===== src/rtl/multicycle_controller.sv =====
// multicycle_controller: sequences FETCH/DECODE/EXEC/MEM/WB over one shared memory port
// with a req/ack handshake, decoding the 6-bit opcode map into datapath strobes/selects.
// Optional feature: define OVF_TRAP_EN to trap on overflow for ops 0,1,6,7,15 in EXEC.
module multicycle_controller #(
  parameter int unsigned TIMEOUT = 16,
  parameter int unsigned CNT_W   = 32
) (
  input  logic             clk,
  input  logic             rst_n,
  input  logic             start,
  input  logic             halt_req,
  input  logic [5:0]       opcode,
  input  logic             branch_taken,
  input  logic             overflow,
  input  logic             mem_ack,
  output logic             mem_req,
  output logic             mem_we,
  output logic [1:0]       mem_size,
  output logic             mem_sel_instr,
  output logic             ir_we,
  output logic             pc_we,
  output logic [1:0]       pc_src,
  output logic             reg_we,
  output logic [1:0]       reg_dst,
  output logic [1:0]       wb_src,
  output logic             busy,
  output logic             trap,
  output logic [1:0]       trap_cause,
  output logic [CNT_W-1:0] instr_count
);

  localparam int unsigned TmoW = $clog2(TIMEOUT + 1);

  typedef enum logic [2:0] {
    StIdle,
    StFetch,
    StDecode,
    StExec,
    StMem,
    StWb,
    StTrap
  } state_e;

  state_e           state_q, state_d;
  logic [TmoW-1:0]  tmo_q, tmo_d;
  logic [CNT_W-1:0] count_q;
  logic             trap_q;
  logic [1:0]       cause_q, cause_d;
  logic             retire;
  logic             tmo_hit;

  // Opcode classes
  logic op_alu, op_load, op_lui, op_mul, op_store, op_branch, op_j, op_jal, op_jr;
  logic op_illegal, op_rd_dst, ovf_trap;
  logic [5:0] size_ld, size_st;

  assign op_alu     = (opcode <= 6'd10);
  assign op_load    = (opcode >= 6'd11) && (opcode <= 6'd13);
  assign op_lui     = (opcode == 6'd14);
  assign op_mul     = (opcode == 6'd15);
  assign op_store   = (opcode >= 6'd16) && (opcode <= 6'd18);
  assign op_branch  = (opcode >= 6'd19) && (opcode <= 6'd21);
  assign op_j       = (opcode == 6'd22);
  assign op_jal     = (opcode == 6'd23);
  assign op_jr      = (opcode == 6'd24);
  assign op_illegal = (opcode > 6'd24);
  // R-type ALU and mul write rd; everything else that writes back uses rt
  assign op_rd_dst  = (opcode <= 6'd5) || op_mul;
  assign size_ld    = opcode - 6'd11;
  assign size_st    = opcode - 6'd16;

`ifdef OVF_TRAP_EN
  assign ovf_trap = overflow && ((opcode == 6'd0) || (opcode == 6'd1) || (opcode == 6'd6) ||
                                 (opcode == 6'd7) || (opcode == 6'd15));
`else
  // Overflow is deliberately ignored in this build
  assign ovf_trap = overflow & 1'b0;
`endif

  // A waiting request has used up its budget when this is its TIMEOUT-th unacked cycle
  assign tmo_hit = !mem_ack && (tmo_q == TmoW'(TIMEOUT - 1));

  // State register
  always_ff @(posedge clk) begin
    if (!rst_n) begin
      state_q <= StIdle;
    end else begin
      state_q <= state_d;
    end
  end

  // Next-state, retire and timeout-counter logic
  always_comb begin
    state_d = state_q;
    tmo_d   = '0;
    cause_d = 2'd0;
    retire  = 1'b0;
    unique case (state_q)
      StIdle: begin
        if (start && !halt_req) state_d = StFetch;
      end
      StFetch: begin
        if (mem_ack) begin
          state_d = StDecode;
        end else if (tmo_hit) begin
          state_d = StTrap;
          cause_d = 2'd2;
        end else begin
          tmo_d = tmo_q + TmoW'(1);
        end
      end
      StDecode: begin
        if (op_illegal) begin
          state_d = StTrap;
          cause_d = 2'd1;
        end else begin
          state_d = StExec;
        end
      end
      StExec: begin
        if (ovf_trap) begin
          state_d = StTrap;
          cause_d = 2'd3;
        end else if (op_alu || op_lui || op_mul) begin
          state_d = StWb;
        end else if (op_load || op_store) begin
          state_d = StMem;
        end else begin
          retire = 1'b1;
        end
      end
      StMem: begin
        if (mem_ack) begin
          if (op_load) state_d = StWb;
          else         retire  = 1'b1;
        end else if (tmo_hit) begin
          state_d = StTrap;
          cause_d = 2'd2;
        end else begin
          tmo_d = tmo_q + TmoW'(1);
        end
      end
      StWb: begin
        retire = 1'b1;
      end
      StTrap: begin
        state_d = StTrap;
      end
      default: begin
        state_d = StIdle;
      end
    endcase
    // Instruction boundary: halt is honoured only here
    if (retire) state_d = halt_req ? StIdle : StFetch;
  end

  // Timeout counter, retired-instruction counter and sticky trap status
  always_ff @(posedge clk) begin
    if (!rst_n) begin
      tmo_q   <= '0;
      count_q <= '0;
      trap_q  <= 1'b0;
      cause_q <= 2'd0;
    end else begin
      tmo_q <= tmo_d;
      if (retire) count_q <= count_q + CNT_W'(1);
      if ((state_d == StTrap) && (state_q != StTrap)) begin
        trap_q  <= 1'b1;
        cause_q <= cause_d;
      end
    end
  end

  // Strobe and select decode from the current state
  always_comb begin
    mem_req       = 1'b0;
    mem_we        = 1'b0;
    mem_size      = 2'd0;
    mem_sel_instr = 1'b0;
    ir_we         = 1'b0;
    pc_we         = 1'b0;
    pc_src        = 2'd0;
    reg_we        = 1'b0;
    reg_dst       = 2'd0;
    wb_src        = 2'd0;
    unique case (state_q)
      StFetch: begin
        mem_req       = 1'b1;
        mem_size      = 2'd2;
        mem_sel_instr = 1'b1;
        if (mem_ack) begin
          ir_we = 1'b1;
          pc_we = 1'b1;
        end
      end
      StExec: begin
        if (op_branch) begin
          pc_we  = branch_taken;
          pc_src = 2'd1;
        end else if (op_j) begin
          pc_we  = 1'b1;
          pc_src = 2'd2;
        end else if (op_jal) begin
          pc_we   = 1'b1;
          pc_src  = 2'd2;
          reg_we  = 1'b1;
          reg_dst = 2'd2;
          wb_src  = 2'd2;
        end else if (op_jr) begin
          pc_we  = 1'b1;
          pc_src = 2'd3;
        end
      end
      StMem: begin
        mem_req  = 1'b1;
        mem_we   = op_store;
        mem_size = op_store ? size_st[1:0] : size_ld[1:0];
      end
      StWb: begin
        reg_we  = 1'b1;
        reg_dst = op_rd_dst ? 2'd0 : 2'd1;
        if (op_load)     wb_src = 2'd1;
        else if (op_lui) wb_src = 2'd3;
        else             wb_src = 2'd0;
      end
      default: ;
    endcase
  end

  assign busy        = (state_q != StIdle) && (state_q != StTrap);
  assign trap        = trap_q;
  assign trap_cause  = cause_q;
  assign instr_count = count_q;

endmodule

===== config.mk =====
export PLATFORM = sky130hd
export DESIGN_NAME = multicycle_controller
export DESIGN_NICKNAME = d
export VERILOG_FILES = /design/src/rtl/multicycle_controller.sv
export SDC_FILE = /design/constraint.sdc
export NUM_CORES = 1
export LEC_CHECK = 0
export ABC_CLOCK_PERIOD_IN_PS = 3600
export CAP_MARGIN = 20
export CORE_ASPECT_RATIO = 0.9
export CORE_UTILIZATION = 46
export DETAILED_ROUTE_END_ITERATION = 6
export PLACE_DENSITY_LB_ADDON = 0.1
export SYNTH_ARGS = -nofsm -noshare
export SYNTH_HDL_FRONTEND = slang
export SYNTH_SLANG_ARGS = --single-unit

===== constraint.sdc =====
create_clock -name clk -period 3.6 [get_ports clk]
set_input_delay 0.36 -clock clk [delete_from_list [all_inputs] [get_ports clk]]
set_output_delay 0.36 -clock clk [all_outputs]
set_load 0.005 [all_outputs]

==> results of run 1 <==
[per-layer routing]
metal	track usage [%]	vias up	share of wire, %
li1	-	1371	-
met2	33.4	52	46
met5	0	-	0
met3	3.51	7	3.5
met1	29.8	1298	49
met4	6.83	0	1.0
[sequential cells by signal, indices dropped and copies added, names as in the netlist]
name	flops
instr_count	32
state_q	3
tmo_q	5
trap	1
trap_cause	2
[power by group]
group,switching [mW],internal (mW)
Sequential,0.0127,0.483
Clock,0.164,0.277
Combinational,0.0956,0.0812
[worst max-delay path: stages]
cell                              delay (ns)
sky130_fd_sc_hd__clkdlybuf4s50_1        0.50
sky130_fd_sc_hd__inv_1                  0.18
sky130_fd_sc_hd__ha_1                   0.19
sky130_fd_sc_hd__nor3b_1                0.05
sky130_fd_sc_hd__buf_4                  0.16
sky130_fd_sc_hd__nor2_1                 0.20
sky130_fd_sc_hd__nand2_1                0.09
sky130_fd_sc_hd__and3_1                 0.22
sky130_fd_sc_hd__a311o_1                0.31
sky130_fd_sc_hd__clkdlybuf4s50_1        0.44
[through the flow]
step	util [%]	setup slack, ns	cells	area, um^2
floorplan	-	1.43	349	2920
global placement	58.7	0.530	490	3590
detailed placement	58.7	0.484	490	3590
CTS	60.9	0.541	498	3720
global route	60.9	0.339	498	3720
finish	60.9	0.534	498	3720
[cells in the final DEF, fill, tap and decap left out, types with 5 or more instances in the layout]
cell	instances
sky130_fd_sc_hd__nand2_1	53
sky130_fd_sc_hd__inv_1	16
sky130_fd_sc_hd__nor3_1	10
sky130_fd_sc_hd__nor2_1	23
sky130_fd_sc_hd__buf_4	5
sky130_fd_sc_hd__dfxtp_1	43
sky130_fd_sc_hd__o21ai_0	10
sky130_fd_sc_hd__mux2i_1	27
sky130_fd_sc_hd__a21oi_1	24
sky130_fd_sc_hd__ha_1	7
sky130_fd_sc_hd__nand4_1	11
sky130_fd_sc_hd__nand3_1	13
sky130_fd_sc_hd__clkbuf_8	5
sky130_fd_sc_hd__nand2b_1	19
sky130_fd_sc_hd__clkdlybuf4s50_1	60
[area by class of cell]
cell class              instances  area share, %
multi-input cells             277           51.4
flip-flops and latches         43           23.1
repair buffers                 66           17.3
well taps                      87           2.92
clock buffers                   6           1.95
inverters                      17           1.71
clock inverters                 2           1.61
[worst max path at each step]
stage | from | to | slack [ns] | cells after the start
after floorplan | opcode[0] | instr_count[31] | 1.43 | 7
after global placement | opcode[0] | instr_count[31] | 0.53 | 8
after detailed placement | opcode[1] | instr_count[31] | 0.48 | 8
after CTS | opcode[0] | pc_we | 0.54 | 10
after global routing | opcode[0] | pc_we | 0.34 | 10
final | opcode[0] | pc_we | 0.53 | 10
[cell families (layout without fill, tap and decap cells)]
family / after synthesis / after routing / synth area share (%)
xor gates and xnor gates: 3 / 3 / 0.900
adders and majority gates: 7 / 7 / 3.00
AOI/OAI and AO/OA: 77 / 77 / 22.2
buffers and inverters: 29 / 91 / 5.05
muxes: 27 / 27 / 9.25
DFF: 43 / 43 / 29.5
and+or+nand+nor: 163 / 163 / 30.1
==> results.md, run 1 <==
* Run status: complete, but fails checks
* Violated checks: design-rule violations
* Area contributors post-synth: sky130_fd_sc_hd__dfxtp_1, sky130_fd_sc_hd__mux2i_1, sky130_fd_sc_hd__nand2_1, sky130_fd_sc_hd__a21oi_1, sky130_fd_sc_hd__nand2b_1
* Unique masters post-synth at 67
* Final critical-path required period at 3.07 ns
* Via density per instance at approximately 5.5
* Proportion of netlist area held by the largest area contributor at between 20% and 30%
* Initial core utilization at between 40% and 50%
* Die ar. at ~0.0067 mm^2
* Cell with the most instances after synthesis: sky130_fd_sc_hd__nand2_1
* Number of routed nets with antenna violations at 0
* Clock insertion delay at the later pin of the skew report at ~0.29 ns
* Routed len/inst at around 14 um
* Destination of the worst register-to-register timing path: instr_count[28]
* Number of design-rule violations left by the first detailed-router iteration at about 120
* Type of the tightest min-delay check: flip-flop to flip-flop
* Crit share post-route at between 80% and 90%
* Layout area overhead at 27.4%
* Row Count at 27
* Overflow left after global routing at 0
* Buffers from clock root to sink, at most at 2
* Post-route worst hold slack at ~0.47 ns
* Power per unit of standard cell area at ~300 mW/mm^2
* Cell count of the worst hold path at 1
* IR drop worst, VDD at approximately 0.3 mV
* Multi-input gate area at about 0.0019 mm^2
* Proportion of register bits with asynchronous set or reset after synthesis at 0%
* Class of the most critical setup path: input pin to output port
* First-pass GRT wire length at between 10000 and 15000 um
* Post-synthesis instance area at roughly 0.003 mm^2
* Leading register cell type out of synthesis: sky130_fd_sc_hd__dfxtp_1
* Top cells by count, synth: sky130_fd_sc_hd__nand2_1, sky130_fd_sc_hd__dfxtp_1, sky130_fd_sc_hd__mux2i_1, sky130_fd_sc_hd__a21oi_1, sky130_fd_sc_hd__nor2_1
* Cell at the root of the clock tree: sky130_fd_sc_hd__clkbuf_8
* CTS tree: built
* Maximum achievable frequency at ~330 MHz
* Via count of the first global-routing pass at about 2500
* Startpoint class of the critical path: input pin
* Total setup violations reported at the end of the flow at 0
* Maximum net fanout on the critical path at 6
* Slew at the pin with the worst max-slew slack at 0.774 ns
* Synth Net Count at 369
* Slew Limit Fails at 0
* Number of buffers created by CTS at 5
* Top-level I/O count at 63
* Arrival time at the worst endpoint at about 2.7 ns
* Post-cts resize count at 0
* RSZ-0062 raised after global routing: no
* Number of warning messages in the yosys log at 0
* Buffers added on ports at a little over 60
* Total number of vias at about 2700
* Post-Synthesis Cells at about 350
* Launching point of the worst reg2reg path: state_q[0]
* Post-synthesis register bit count at 43
* Filler Cells Inserted at ~590
* Detailed Place HPWL at around 5100 um
* Die height at 77.6 um
* Number of antenna violations at the first check in global routing at 0
* Setup slack of the worst register-to-register path at between 1 and 1.5 ns
* Hold Fails Final Rpt at 0
* Leakage dissipation at around 1.2 nW
* Pin count of the biggest net entering global routing at 49
* Total of max-cap violations at 0
* Number of hold buffers added after cts at 0
* Final Wtd Congestion at ~0.8
* Setup_tns at 0 ns
* Inserted Diodes at 0
* Sequential element share of the synthesized area at between 20% and 30%
* Largest clock skew in the final design at about 0.0081 ns
* Required time of the worst setup path at roughly 3.2 ns
* Clock transition at path regs at ~0.080 ns
* Total Power at roughly 1.1 mW
* Hold path startpoint: tmo_q[0]
* Detailed Route WL at just under 7000 um
* Crit. End Element: output port
* Number of flops mapped to enable cells by yosys at 0
* Floorplan die width at 86.0 um
* Post-synth top area cell: sky130_fd_sc_hd__dfxtp_1
* Core outline area at between 0.006 and 0.007 mm^2
* Net count reported at finish at 430
* Worst hold endpoint: tmo_q[0]
* Buffers inserted during post-CTS setup optimization at 0
* Mean post-synth cell area at ~8.4 um^2
* DRC errors left at 2
* GRT Util Overall at 21.3%
* Detailed-routing iteration count for the pre-antenna-repair pass at 6
* CTS sink count at 43
* Storage element area at ~860 um^2
* Number of H-tree branching levels at 2
* Fraction of final layout cells sized beyond drive strength 1 at a little over a tenth
* Worst slew margin relative to its limit at 48.4%
* Logic depth of the worst register-to-register path at 6
Note: power is estimated with default switching activity, not from simulation.
==> inputs of run 2 (changes only) <==
CORE_UTILIZATION = 50   (was 46)
==> run 2 against run 1 <==
Clock power fell by 33%. Utilization is 3.3 points higher. Critical path type unchanged. Hold slack got worse by 0.013 ns. The flow now finishes without violations. Clock skew is 0.0015 ns higher. Non-clock buffer count shrank 2. Total power decreased by 13%. Largest power group unchanged. First-iteration DRC count up 36%. Register-to-register slack got worse by 0.24 ns. Routed wire length is 1.6% lower. Maximum frequency is 0.38% higher. Die area shrank 7.8%.
==> results.md, run 2 (same netlist as run 1, synthesis figures left out) <==
* Die height at 74.5 um
* Via density per instance at approximately 5.7
* Total of max-cap violations at 0
* Cell seen most often among critical-path stages: sky130_fd_sc_hd__clkdlybuf4s50_1
* Number of hold buffers added after cts at 0
* Overflow left after global routing at 0
* Row Count at 26
* Core outline area at between 0.005 and 0.006 mm^2
* Placement-stage cell area at 0.00355 mm^2
* Routed len/inst at between 10 and 15 um
* Share of the core filled with cells at 64.2%
* Final Wtd Congestion at around 0.8
* IR drop worst, VDD at around 0.21 mV
* Die ar. at 0.00615 mm^2
* Number of antenna violations at the first check in global routing at 0
* Logic depth of the worst register-to-register path at 5
* Number of flip-flops under the largest register name at 32
* Detailed Route WL at just under 7000 um
* Floorplan die width at between 80 and 90 um
* Power per unit of standard cell area at 266 mW/mm^2
* Cell chain of the critical path: clkdlybuf4s50_1 -> inv_1 -> ha_1 -> nor3b_1 -> buf_4 -> nor2_1 -> nand2_1 -> and3_1 -> a311o_1 -> clkdlybuf4s50_1
* Commonest non-fill, non-tap cells in the layout: sky130_fd_sc_hd__clkdlybuf4s50_1, sky130_fd_sc_hd__nand2_1, sky130_fd_sc_hd__dfxtp_1
* Buffers from clock root to sink, at most at 2
* Most frequent standard cell in the layout excluding fill and tap cells: sky130_fd_sc_hd__clkdlybuf4s50_1
* Via count of the first global-routing pass at 2313
* Type of the tightest min-delay check: flip-flop to flip-flop
* Maximum achievable frequency at between 300 and 400 MHz
* CTS tree: built
* Total setup violations reported at the end of the flow at 0
* Detailed-routing iteration count for the pre-antenna-repair pass at 4
* Clock transition at path regs at roughly 0.080 ns
* Run status: finished clean
* Cell count of the worst hold path at 1
* Net count reported at finish at about 430
* Number of design-rule violations left by the first detailed-router iteration at between 150 and 200
* Number of buffers created by CTS at 5
* Number of H-tree branching levels at 2
* Buffers inserted during post-CTS setup optimization at 0
* Required time of the worst setup path at approximately 3.2 ns
* RSZ-0062 raised after global routing: no
* Post-route worst hold slack at ~0.46 ns
* Post-cts resize count at 0
* Cell at the root of the clock tree: sky130_fd_sc_hd__clkbuf_8
* Slew at the pin with the worst max-slew slack at ~0.94 ns
* GRT Util Overall at around 22%
* Layout area overhead at 24.4%
* Crit. End Element: output port
* Cell at the slowest stage of the critical path: sky130_fd_sc_hd__clkdlybuf4s50_1
* Final critical-path required period at 3.05 ns
* Class of the most critical setup path: input pin to output port
* Largest clock skew in the final design at 0.00964 ns
* Maximum net fanout on the critical path at 6
* Number of routed nets with antenna violations at 0
* Total number of vias at 2730
* Leakage dissipation at approximately 1.2 nW
* Initial core utilization at 51.6%
* Hold Fails Final Rpt at 0
* Worst slew margin relative to its limit at 37.0%
* Crit share post-route at around 85%
* DRC errors left at 0
* Top-level I/O count at 63
* Final Instance Area at between 0.003 and 0.004 mm^2
* Clock insertion delay at the later pin of the skew report at between 0.2 and 0.3 ns
* Delay of the slowest critical-path stage at around 0.50 ns
* Startpoint class of the critical path: input pin
* Arrival time at the worst endpoint at roughly 2.7 ns
* Fraction of final layout cells sized beyond drive strength 1 at around 10%
* CTS sink count at 43
* Slew Limit Fails at 0
* Setup_tns at 0 ns
* Total Power at about 0.97 mW
* Buffers added on ports at roughly 60
* Detailed Place HPWL at around 5000 um
* Inserted Diodes at 0
* Pin count of the biggest net entering global routing at 40
* First-pass GRT wire length at 10600 um
[run 2: cell count changes in the layout (fill, tap and decap cells not counted), sizes merged]
cell / previous run / this run
bufinv: 2 / 0
clkbuf: 6 / 7
clkinv: 0 / 1
buf: 6 / 4
[run 2: worst paths after layout]
kind	start	endpoint	slack, ns
setup / recovery	opcode[0]	pc_we	0.55
hold / removal	tmo_q[0]	tmo_q[0]	0.46
setup reg to reg	state_q[0]	instr_count[8]	1.23
hold reg to reg	tmo_q[0]	tmo_q[0]	0.46
[run 2: area by class of cell]
type,instances,area (um^2)
fillers,516,2030
multi-input cells,277,1910
flip-flops and latches,43,861
repair buffers,64,628
well taps,70,87.6
clock buffers,7,76.3
inverters,17,63.8
clock inverters,1,5.00
[run 2: critical path: cells and delay by family]
family                   cells  cell delay (ns)
AO/OA/AOI/OAI                1             0.32
adder cells (fa/ha/maj)      1             0.19
buffers and inverters        4             1.27
AND/OR/NAND/NOR              4             0.55
[run 2: routing by layer]
layer,wire length (um),vias up,global-route usage (%)
li1,-,1369,-
met1,3290,1283,30.6
met2,3100,66,36.0
met3,327,12,3.93
met4,93,0,6.32
met5,0,-,0
[run 2: power breakdown]
group	switching (mW)	leakage, nW	internal, mW
sequential	0.0221	0.347	0.483
clock	0.159	0.0422	0.136
combinational	0.0862	0.790	0.0790
total	0.268	1.18	0.699
[run 2: stage by stage]
step	std cells	worst slack [ns]
after global placement	471	0.551
final	479	0.546
after floorplan	349	1.43
after global routing	479	0.405
after CTS	479	0.554
after detailed placement	471	0.500
